$ cat config.mk
export PLATFORM = sky130hd
export DESIGN_NAME = memory_arbiter
export DESIGN_NICKNAME = d
export VERILOG_FILES = /design/src/rtl/cpu_types_pkg.sv /design/src/rtl/arb_starve_ctr.sv /design/src/rtl/memory_arbiter.sv
export SDC_FILE = /design/constraint.sdc
export NUM_CORES = 1
export LEC_CHECK = 0
export CORE_AREA = 2 2 104 106
export CTS_CLUSTER_SIZE = 8
export DETAILED_ROUTE_END_ITERATION = 7
export DIE_AREA = 0 0 106 108
export SLEW_MARGIN = 10
export SYNTH_ARGS = -nofsm -noshare
export SYNTH_HDL_FRONTEND = slang
export SYNTH_HIERARCHICAL = 1
export SYNTH_SLANG_ARGS = --single-unit
$ cat constraint.sdc
create_clock -name CLK -period 1.5 [get_ports CLK]
set_input_delay 0.15 -clock CLK [delete_from_list [all_inputs] [get_ports CLK]]
set_output_delay 0.15 -clock CLK [all_outputs]
set_load 0.05 [all_outputs]
$ cat src/rtl/cpu_types_pkg.sv
// Shared CPU memory-side types: data word, RAM handshake state and the
// arbiter FSM encoding, plus the width helper for the starvation counter.
package cpu_types_pkg;

    typedef logic [31:0] word_t;

    typedef enum logic [1:0] {
        FREE   = 2'b00,
        BUSY   = 2'b01,
        ACCESS = 2'b10,
        ERROR  = 2'b11
    } ramstate_t;

    typedef enum logic [1:0] {
        IDLE  = 2'b00,
        DSERV = 2'b01,
        ISERV = 2'b10
    } arb_state_t;

    localparam word_t WORD_ZERO = 32'h0000_0000;

    // A limit of zero still needs a one-bit counter to stay legal.
    function automatic int starve_width(input int unsigned max_val);
        return (max_val < 32'd1) ? 1 : $clog2(max_val + 32'd1);
    endfunction

endpackage

$ cat src/rtl/arb_starve_ctr.sv
// Saturating count of consecutive dcache grants taken while icache waits;
// the arbiter forces an icache grant once it reaches MAX.
module arb_starve_ctr
    import cpu_types_pkg::*;
#(
    parameter int unsigned MAX = 4,
    parameter int unsigned W   = starve_width(MAX)
)
(
    input  logic         clk,
    input  logic         rst,
    input  logic         inc,
    input  logic         clr,
    output logic [W-1:0] count
);

    logic [W-1:0] count_r;
    logic         at_max_s;

    assign at_max_s = (count_r == W'(MAX));
    assign count    = count_r;

    // Clear has priority over increment; increment stops at the limit.
    always_ff @(posedge clk) begin
        if (rst) begin
            count_r <= {W{1'b0}};
        end else if (clr) begin
            count_r <= {W{1'b0}};
        end else if (inc && !at_max_s) begin
            count_r <= count_r + W'(1);
        end else begin
            count_r <= count_r;
        end
    end

endmodule

$ cat src/rtl/memory_arbiter.sv
// Single-port RAM arbiter between icache and dcache with dcache priority and
// icache starvation relief. Define MEMARB_STATS_EN to add completion counters.
module memory_arbiter
    import cpu_types_pkg::*;
#(
    parameter int unsigned STARVE_MAX = 4
)
(
    input  logic      CLK,
    input  logic      RST,
    input  logic      iREN,
    input  word_t     iaddr,
    output word_t     iload,
    output logic      iwait,
    input  logic      dREN,
    input  logic      dWEN,
    input  word_t     daddr,
    input  word_t     dstore,
    output word_t     dload,
    output logic      dwait,
    output logic      ramREN,
    output logic      ramWEN,
    output word_t     ramaddr,
    output word_t     ramstore,
    input  word_t     ramload,
    input  ramstate_t ramstate
`ifdef MEMARB_STATS_EN
    ,
    output word_t     icount,
    output word_t     dcount
`endif
);

    localparam int unsigned STARVE_W = starve_width(STARVE_MAX);

    arb_state_t          state_r;
    arb_state_t          state_nxt_s;
    logic                d_req_s;
    logic                ram_access_s;
    logic                d_done_s;
    logic                i_done_s;
    logic                starve_max_s;
    logic                starve_inc_s;
    logic                starve_clr_s;
    logic [STARVE_W-1:0] starve_count_s;

    assign d_req_s      = dREN | dWEN;
    assign ram_access_s = (ramstate == ACCESS);
    // A completion needs the requester still asking, so a dropped request
    // that coincides with ACCESS never produces a wait-low pulse.
    assign d_done_s     = !RST && (state_r == DSERV) && d_req_s && ram_access_s;
    assign i_done_s     = !RST && (state_r == ISERV) && iREN && ram_access_s;

    assign starve_max_s = (starve_count_s == STARVE_W'(STARVE_MAX));
    assign starve_inc_s = d_done_s && iREN;
    assign starve_clr_s = i_done_s || ((state_r == IDLE) && !iREN);

    assign iload = ramload;
    assign dload = ramload;

    arb_starve_ctr #(
        .MAX (STARVE_MAX),
        .W   (STARVE_W)
    ) u_starve (
        .clk   (CLK),
        .rst   (RST),
        .inc   (starve_inc_s),
        .clr   (starve_clr_s),
        .count (starve_count_s)
    );

    // Arbiter state register.
    always_ff @(posedge CLK) begin
        if (RST) begin
            state_r <= IDLE;
        end else begin
            state_r <= state_nxt_s;
        end
    end

    // Next-state: dcache wins from IDLE unless icache has starved long enough.
    always_comb begin
        state_nxt_s = state_r;
        case (state_r)
            IDLE: begin
                if (d_req_s && !(starve_max_s && iREN)) begin
                    state_nxt_s = DSERV;
                end else if (iREN) begin
                    state_nxt_s = ISERV;
                end else begin
                    state_nxt_s = IDLE;
                end
            end
            DSERV: begin
                if (!d_req_s || ram_access_s) begin
                    state_nxt_s = IDLE;
                end else begin
                    state_nxt_s = DSERV;
                end
            end
            ISERV: begin
                if (!iREN || ram_access_s) begin
                    state_nxt_s = IDLE;
                end else begin
                    state_nxt_s = ISERV;
                end
            end
            default: begin
                state_nxt_s = IDLE;
            end
        endcase
    end

    // RAM-side drive and wait handshakes; everything is quiet while in reset.
    always_comb begin
        ramREN   = 1'b0;
        ramWEN   = 1'b0;
        ramaddr  = WORD_ZERO;
        ramstore = WORD_ZERO;
        iwait    = 1'b1;
        dwait    = 1'b1;
        if (RST) begin
            ramREN = 1'b0;
        end else begin
            case (state_r)
                DSERV: begin
                    ramREN   = dREN;
                    ramWEN   = dWEN;
                    ramaddr  = daddr;
                    ramstore = dstore;
                    dwait    = !d_done_s;
                end
                ISERV: begin
                    ramREN  = 1'b1;
                    ramWEN  = 1'b0;
                    ramaddr = iaddr;
                    iwait   = !i_done_s;
                end
                default: begin
                    ramREN = 1'b0;
                end
            endcase
        end
    end

`ifdef MEMARB_STATS_EN
    word_t icount_r;
    word_t dcount_r;

    assign icount = icount_r;
    assign dcount = dcount_r;

    // Completion statistics, wrapping naturally at 2^32.
    always_ff @(posedge CLK) begin
        if (RST) begin
            icount_r <= WORD_ZERO;
            dcount_r <= WORD_ZERO;
        end else begin
            icount_r <= i_done_s ? (icount_r + 32'd1) : icount_r;
            dcount_r <= d_done_s ? (dcount_r + 32'd1) : dcount_r;
        end
    end
`endif

endmodule

After elaboration in Yosys (flattened, before gate mapping):

Index checks and enable logic that the tools add are counted.

* $add $sub $neg: 1
* multiply operators: 0
* mux-type cells: 17
* reduce and logical (&&, ||, !) cells: 23
* equal/unequal tests: 4
* bitwise gates (word level): 1
* shift-type cells: 0
* order comparisons: 0
* divide/modulo/power cells: 0

Operator list (count)
* $mux 32: 3
* $pmux 32 s2: 1
* $logic_and 1x1->1: 11
* $mux 1: 8
* $logic_not 1->1: 7
* $mux 2: 3
* $pmux 2 s3: 1
* $eq 2x2->1 const B: 2
* $add 3x1->3 const B: 1
* $eq 3x3->1 const B: 1
* $logic_or 1x1->1: 3
* $eq 2x1->1 const B: 1
* $logic_not 2->1: 1
* $pmux 1 s2: 1
* $reduce_or 2->1: 1
* $or 1x1->1: 1

* bits in latches: 0
* memories: 0
* bits in registers: 5
* input port bits: 135
* ROM bits: 0
* memory bits (writable): 0
* output and inout bits: 132

Depth between registers and ports, before layout:

Gate-level depths: netlist of the first run.

* word-level depth: 7
* depth in mapped cells: 8
* mapped depth without buffers: 7

Modules after synthesis:

Netlist of the first run, hierarchy kept.

By module, submodules not included
* memory_arbiter: cells an instance 204, times used 1, area each 1396.3 µm²
* arb_starve_ctr: cells an instance 17, times used 1, area each 188.9 µm²

Worst setup path before layout of the first run:

OpenSTA, ideal clock, no wires.

* path type: flip-flop to flip-flop
* from: register state_r[1]
* to: register u_starve.count_r[0] (netlist: u_starve/count[0])
* buffers on the path: 1
* clock period less this slack: 2.174 ns
* arrival time: 2.052 ns
* library setup time: 0.121 ns
* required time: 1.379 ns
* cell stages (with the launch flop): 9
* setup slack: -0.674 ns
* path through: dfxtp_1 > inv_1 > ha_1 > buf_6 > and2b_4 > nand3b_1 > nor2_1 > a21boi_2 > mux2_4

* longest elaborated chain between the ends: 6
* elaborated cells between the ends (all ways): 14
* those cells by class: eq/ne: 2; reduce/logical: 12

RTL lines
* start, declared: line memory_arbiter.sv:36 `arb_state_t state_r;`
* start signal, assigned: line memory_arbiter.sv:77 `state_r <= state_nxt_s;`
* $eq 2x1->1: line memory_arbiter.sv:51 `assign d_done_s = !RST && (state_r == DSERV) && d_req_s && ram_access_s;`
* $logic_and 1x1->1 (3 in a row): line memory_arbiter.sv:51
* $logic_and 1x1->1: line memory_arbiter.sv:55 `assign starve_inc_s = d_done_s && iREN;`
* net starve_inc_s: line memory_arbiter.sv:43 `logic starve_inc_s;`
* $logic_and 1x1->1: line arb_starve_ctr.sv:29 `end else if (inc && !at_max_s) begin`
* end signal, assigned: line arb_starve_ctr.sv:28 `count_r <= {W{1'b0}};`
* end signal, assigned: line arb_starve_ctr.sv:30 `count_r <= count_r + W'(1);`
* end signal, assigned: line arb_starve_ctr.sv:32 `count_r <= count_r;`
* end, declared: line arb_starve_ctr.sv:17 `logic [W-1:0] count_r;`

The timed path passes the listed nets, and every way through them passes these cells.
A chain may end at the register's enable or synchronous reset.

Final worst setup path of the first run:

* from: register state_r[1]
* to: output port ramaddr[2]

* longest elaborated chain between the ends: 3
* elaborated cells between the ends (all ways): 4
* those cells by class: eq/ne: 2; mux: 2

RTL lines
* $eq 2x2->1 / $eq 2x1->1 (equally long branches): line memory_arbiter.sv:125 `case (state_r)`
* $pmux 32 s2 (*): line memory_arbiter.sv:125
* $mux 32 (*): line memory_arbiter.sv:122 `if (RST) begin`
* end, declared: line memory_arbiter.sv:23 `output word_t ramaddr,`

Mark *: on every way between the ends. The rest lies on a longest branch, timed or not.

==> impl_metrics.csv, run 1 <==
group,metric,value,unit
min_path,whs_path_depth,0,
global_route,grt_pass1_wl,11100,um
setup_path,critPathTopFamily,"buffers and inverters",
yosys,syn_nets,362,
clock_network,cts-root-buf,"clkbuf_8",
setup_path,end_kind,"output port",
setup_path,crit_path_start_kind,"register",
yosys,syn_area,1590,um^2
drt,drcViolationCount,0,
floorplan,num_io_pins,267,
drt,drtIter0Drc,40,
timing,min_period,1.66,ns
pwr,p_leak,1.61,nW
timing,hold_viol,0,
setup_path,critPathKind,"reg -> out",
clock_network,worstSkewPairLatency,0.22,ns
floorplan,dieArea,11400,um^2
yosys,synth.top_cells.by_count,"buf_4 (64), nor2_1 (37), a22oi_1 (33), and2_1 (33), buf_2 (8)",
layout,multi_input_area,1420,um^2
yosys,synth_top_area_frac,0.303,
yosys,synth_ff_type,"dfxtp_1",
clock_network,cts_tree,"yes",
yosys,ys_top_cells_by_area,"buf_4 (30%), a22oi_1 (16%), and2_1 (13%)",
place,port_buffers,170,
setup_path,r2r_cells,7,
global_route,grt_max_degree,34,
timing,period_share,1.11,
floorplan,core_region_area,10200,um^2
layout,fillers,914,
yosys,async_flop_share,0,
clock_network,numCtsBuffers,3,
pwr,power_per_cell_area,366,nW/um^2
setup_path,path_cells,"inv_4 > ha_4 > buf_12 > buf_4 > a22oi_2 > nor2_4 > buf_12",
setup_path,cp_slowest_cell,"dfxtp_2",
timing,report.final.slew_viol_count,0,
yosys,ys_types,27,
pwr,ir_worst_vdd,276,uV
yosys,ys_seq_area_frac,0.0631,
setup_path,worstReg2RegEnd,"u_starve/count[0]",
run_status,failed_checks,"negative setup slack",
setup_path,rrSetupSlack,-0.14,ns
layout,final_net_count,486,
run,drv_cap,0,
timing,finClkSkew,0.00345,ns
place,place_congestion,0.746,
layout,regArea,105,um^2
layout,utilization,0.439,
drt,wl_per_cell,16.6,um
place,dp_hpwl,6140,um
yosys,syn_inst,221,
yosys,yosysMostFrequentCell,"buf_4",
global_route,grt_usage,0.123,
clock_network,path_clk_slew,0.03,ns
setup_path,arrival,1.51,ns
timing,tightestPinTransition,0.258,ns
min_path,worst_hold_path.endpoint,"iload[21]",
timing,grt_setup_unrepaired,"yes",
clock_network,holdBufCountCts,0,
yosys,avgSynthCellArea,7.17,um^2
drt,drt_pass1_iterations,4,
pwr,power.total,1.65,mW
min_path,hold_path_class,"in -> out",
timing,setup_ws,-0.158,ns
setup_path,worstPathRequired,1.35,ns
drt,vias_per_cell,4.12,
global_route,overflow,0,
run_status,status,"complete, but fails checks",
timing,tns,-8.01,ns
min_path,worstHoldStart,"ramload[21]",
layout,antennaDiodeCount,0,
global_route,antenna_found_initial,0,
floorplan,die_w,106,um
global_route,grt_pass1_vias,2034,
drt,drt_wl_total,7990,um
yosys,synth_warnings,6,
setup_path,path_max_fanout,29,
clock_network,clockBufferDepth,2,
floorplan,start_util,0.155,
floorplan,dieHeight,108,um
yosys,ys_ff_latch,5,
timing,fmax,0.603,GHz
drt,vias,1978,
drt,final_antenna_net_count,0,
setup_path,slowest_delay,0.34,ns
setup_path,startpoint,"state_r[1]",
yosys,synth_area_leader_cell,"buf_4",
yosys,synth_edf_count,0,
setup_path,crit_buf_inv,4,
layout,drive_above_1_share,0.622,
timing,maxSlewHeadroom,0.828,
floorplan,rows,37,
layout,syn2layout_area_growth,183,%
setup_path,crit_top_cell,"buf_12",
clock_network,cts_max_level,1,
clock_network,clkSinkCount,5,
setup_path,reg2reg_from,"state_r[1]",
timing,setup_viol,71,
==> layout make-up <==
| type | count | area share |
|---|---|---|
| multi-input cells | 131 | 0.315 |
| clock buffers | 4 | 0.0100 |
| repair buffers | 198 | 0.607 |
| well taps | 136 | 0.0379 |
| inverters | 6 | 0.00613 |
| flip-flops and latches | 5 | 0.0234 |
==> cells by family after synthesis <==
| family | after synthesis | share of synthesized area |
|---|---|---|
| buffers and inverters | 85 | 0.392 |
| and+or+nand+nor | 84 | 0.294 |
| AOI/OAI and AO/OA | 39 | 0.185 |
| adders and majority gates | 6 | 0.0474 |
| DFF | 5 | 0.0631 |
| muxes | 2 | 0.0189 |
==> cell usage in the layout (no fill, tap or decap), types with 2 or more instances in the layout <==
master,synthesis,final
nor2_1,37,3
clkbuf_16,0,2
clkbuf_8,0,3
ha_4,0,3
inv_4,0,2
nor2_4,0,33
buf_6,7,5
inv_1,6,4
nor3b_1,3,3
nand2b_4,1,2
a22oi_2,0,32
buf_12,0,73
mux2_4,2,2
buf_4,64,15
dfxtp_1,5,3
clkdlybuf4s50_1,0,102
and2_4,0,33
ha_1,6,3
==> routing by layer <==
layer / share of wire / routed length (um) / global-route usage / vias up
met1: 0.36 / 2860 / 0.138 / 922
met5: 0 / 0 / 0 / -
met2: 0.54 / 4340 / 0.233 / 114
met4: 0.0086 / 69 / 0.0216 / 0
met3: 0.089 / 713 / 0.0350 / 16
li1: - / - / - / 926
==> flip-flops by register name (all words and copies together), names as in the netlist <==
name            cells
state_r             2
u_starve/count      3
==> worst max-delay path by stage <==
stage	to	slack, ns	cells after the start
floorplan	u_starve/count[0]	-0.63	8
global placement	u_starve/count[1]	-0.24	6
detailed placement	u_starve/count[0]	-0.27	6
CTS	ramaddr[26]	-0.15	6
global route	ramaddr[9]	-0.20	6
finish	ramaddr[2]	-0.16	7
==> stage by stage <==
step	worst slack, ns	area (um^2)	hold WS (ns)	instances
6_report	-0.158	4490	0.300	480
4_1_cts	-0.153	4430	0.300	478
3_5_place_dp	-0.275	4010	0.300	472
5_1_grt	-0.202	4490	0.300	480
3_3_place_gp	-0.239	4010	0.300	472
2_1_floorplan	-0.632	1830	0.221	221
==> power breakdown <==
part	internal [mW]	switching [mW]
logic	0.683	0.567
clock network	0.183	0.0701
registers	0.138	0.00573
==> repair_timing <==
action / 4_1_cts / 5_1_grt
gates cloned: 1 / 2
gates resized for setup: 87 / 4
pin swaps: 12 / 3
setup buffers: 1 / 0
endpoints found under the setup margin: 70 / 71
No activity file was read; power rests on OpenSTA's default activity.
==> inputs of run 2 (changes only) <==
--- a/config.mk
+++ b/config.mk
@@ -5,10 +5,13 @@
 export SDC_FILE = /design/constraint.sdc
 export NUM_CORES = 1
 export LEC_CHECK = 0
-export CORE_AREA = 2 2 104 106
+export CELL_PAD_IN_SITES_DETAIL_PLACEMENT = 0
+export CELL_PAD_IN_SITES_GLOBAL_PLACEMENT = 1
+export CORE_MARGIN = 2
+export CORE_UTILIZATION = 11
 export CTS_CLUSTER_SIZE = 8
 export DETAILED_ROUTE_END_ITERATION = 7
-export DIE_AREA = 0 0 106 108
+export PLACE_DENSITY_LB_ADDON = 0.1
 export SLEW_MARGIN = 10
 export SYNTH_ARGS = -nofsm -noshare
 export SYNTH_HDL_FRONTEND = slang
==> impl_metrics.csv, run 2 (synthesis results as in run 1) <==
group,metric,value,unit
place,dp_hpwl,6250,um
timing,tightestPinTransition,0.369,ns
run,drv_cap,0,
timing,setup_ws,-0.190,ns
pwr,ir_worst_vdd,258,uV
timing,grt_setup_unrepaired,"yes",
timing,min_period,1.69,ns
timing,maxSlewHeadroom,0.752,
layout,drive_above_1_share,0.587,
setup_path,arrival,1.54,ns
clock_network,cts_max_level,1,
drt,vias,1948,
pwr,power.internal,1.18,mW
layout,largest_register_ffs,3,
timing,report.final.slew_viol_count,0,
timing,finClkSkew,0.000227,ns
clock_network,path_clk_slew,0.03,ns
min_path,hold_path_class,"in -> out",
pwr,p_leak,1.63,nW
pwr,p_comb_frac,0.683,
timing,tns,-10.09,ns
setup_path,crit_path_start_kind,"register",
setup_path,slowest_delay,0.37,ns
layout,antennaDiodeCount,0,
setup_path,cp_slowest_cell,"dfxtp_4",
pwr,power_per_cell_area,402,nW/um^2
layout,syn2layout_area_growth,186,%
timing,fmax,0.592,GHz
layout,utilization,0.325,
floorplan,die_w,124,um
drt,drtIter0Drc,23,
clock_network,holdBufCountCts,0,
clock_network,clockBufferDepth,2,
setup_path,worstPathRequired,1.35,ns
clock_network,clkSinkCount,5,
drt,vias_per_cell,3.72,
setup_path,critPathKind,"reg -> out",
setup_path,path_max_fanout,6,
global_route,grt_pass1_vias,2026,
global_route,grt_max_degree,34,
clock_network,cts-root-buf,"clkbuf_16",
drt,final_antenna_net_count,0,
global_route,grt_pass1_wl,10900,um
clock_network,worstSkewPairLatency,0.23,ns
run_status,failed_checks,"negative setup slack",
floorplan,start_util,0.113,
drt,drt_wl_total,7560,um
drt,drt_pass1_iterations,3,
timing,hold_viol,0,
place,port_buffers,170,
floorplan,dieArea,15400,um^2
layout,fin_cells,524,
pwr,switching_share,0.354,
floorplan,dieHeight,124,um
global_route,overflow,0,
setup_path,path_cells,"inv_4 > ha_4 > nand2b_4 > buf_12 > buf_12 > nor2_4 > buf_12",
setup_path,crit_top_cell,"buf_12",
layout,layout_commonest_cell,"clkdlybuf4s50_1",
setup_path,end_kind,"output port",
pwr,p_seq_frac,0.078,
pwr,pwr-share-clk,0.239,
global_route,antenna_found_initial,0,
floorplan,core_region_area,14000,um^2
place,place_ws,-0.329,ns
timing,setup_viol,70,
place,placed_cells,516,
timing,holdWs,0.300,ns
pwr,power_switching,646,uW
floorplan,num_io_pins,267,
drt,wl_per_cell,14.4,um
floorplan,rows,43,
timing,period_share,1.13,
layout,final_net_count,486,
clock_network,cts_tree,"yes",
run_status,status,"complete, but fails checks",
drt,drcViolationCount,0,
place,place_congestion,0.669,
layout,mostFrequentLayoutCells,"clkdlybuf4s50_1 (102), buf_12 (75), nor2_4 (33), and2_4 (31), a22oi_2 (23)",
global_route,grt_usage,0.0919,
clock_network,numCtsBuffers,3,
run 2: changes by cell type in the layout (fill, tap and decap cells not counted), sizes merged:
cell,change
clkbuf,-2
buf,+2
run 2: repair_timing:
| item | 4_1_cts | 5_1_grt |
|---|---|---|
| endpoints found under the setup margin | 70 | 71 |
| resized for setup | 68 | 17 |
| cloned | 2 | 0 |
| pin swaps | 40 | 11 |
| buffers inserted | 3 | 1 |
run 2: final cells by class:
class / instances / area [um^2]
Inverter: 6 / 27.5
Tap cell: 180 / 225
Multi-Input combinational cell: 131 / 1360
Fill cell: 1436 / 9450
Timing Repair Buffer: 198 / 2740
Clock buffer: 4 / 78.8
Sequential cell: 5 / 108
run 2: path summary, 6_finish.rpt:
kind              depth (start not counted)                end               from  slack (ns)
setup / recovery                          7        ramaddr[10]         state_r[0]       -0.19
hold / removal                            0          dload[23]        ramload[23]        0.30
setup reg to reg                          7  u_starve/count[1]         state_r[1]       -0.17
hold reg to reg                           2  u_starve/count[2]  u_starve/count[2]        0.62
run 2: worst max-delay path, delay by kind of cell, from the launching register on:
family,cells,cell delay (ns)
buffers and inverters,4,0.48
flip-flops,1,0.37
adder cells (fa/ha/maj),1,0.26
AND/OR/NAND/NOR,2,0.18
run 2: stage by stage:
stage	instance area (um^2)	total power [mW]
after floorplan	1830	1.08
after global placement	4070	1.25
after detailed placement	4070	1.25
after CTS	4490	1.84
after global routing	4540	1.91
final	4540	1.83
run 2: power by group through the flow:
stage | Clock [mW] | Combinational (mW) | Sequential (mW)
after floorplan | 0 | 0.931 | 0.144
after global placement | 0 | 1.11 | 0.145
after detailed placement | 0 | 1.11 | 0.145
after CTS | 0.448 | 1.25 | 0.143
after global routing | 0.455 | 1.31 | 0.144
final | 0.436 | 1.25 | 0.143
run 2: metal layers:
| layer | track usage | part of all wire | up-vias |
|---|---|---|---|
| li1 | - | - | 922 |
| met1 | 0.0947 | 0.33 | 901 |
| met2 | 0.185 | 0.56 | 98 |
| met3 | 0.0160 | 0.086 | 27 |
| met4 | 0.0281 | 0.021 | 0 |
| met5 | 0 | 0 | - |
==> inputs of run 3 (changes only) <==
--- a/config.mk
+++ b/config.mk
@@ -9,7 +9,7 @@
 export CELL_PAD_IN_SITES_GLOBAL_PLACEMENT = 1
 export CORE_MARGIN = 2
 export CORE_UTILIZATION = 11
-export CTS_CLUSTER_SIZE = 8
+export CTS_CLUSTER_SIZE = 28
 export DETAILED_ROUTE_END_ITERATION = 7
 export PLACE_DENSITY_LB_ADDON = 0.1
 export SLEW_MARGIN = 10
==> results of run 3 <==
Final layout, timing and power as in run 2 (identical DEF).
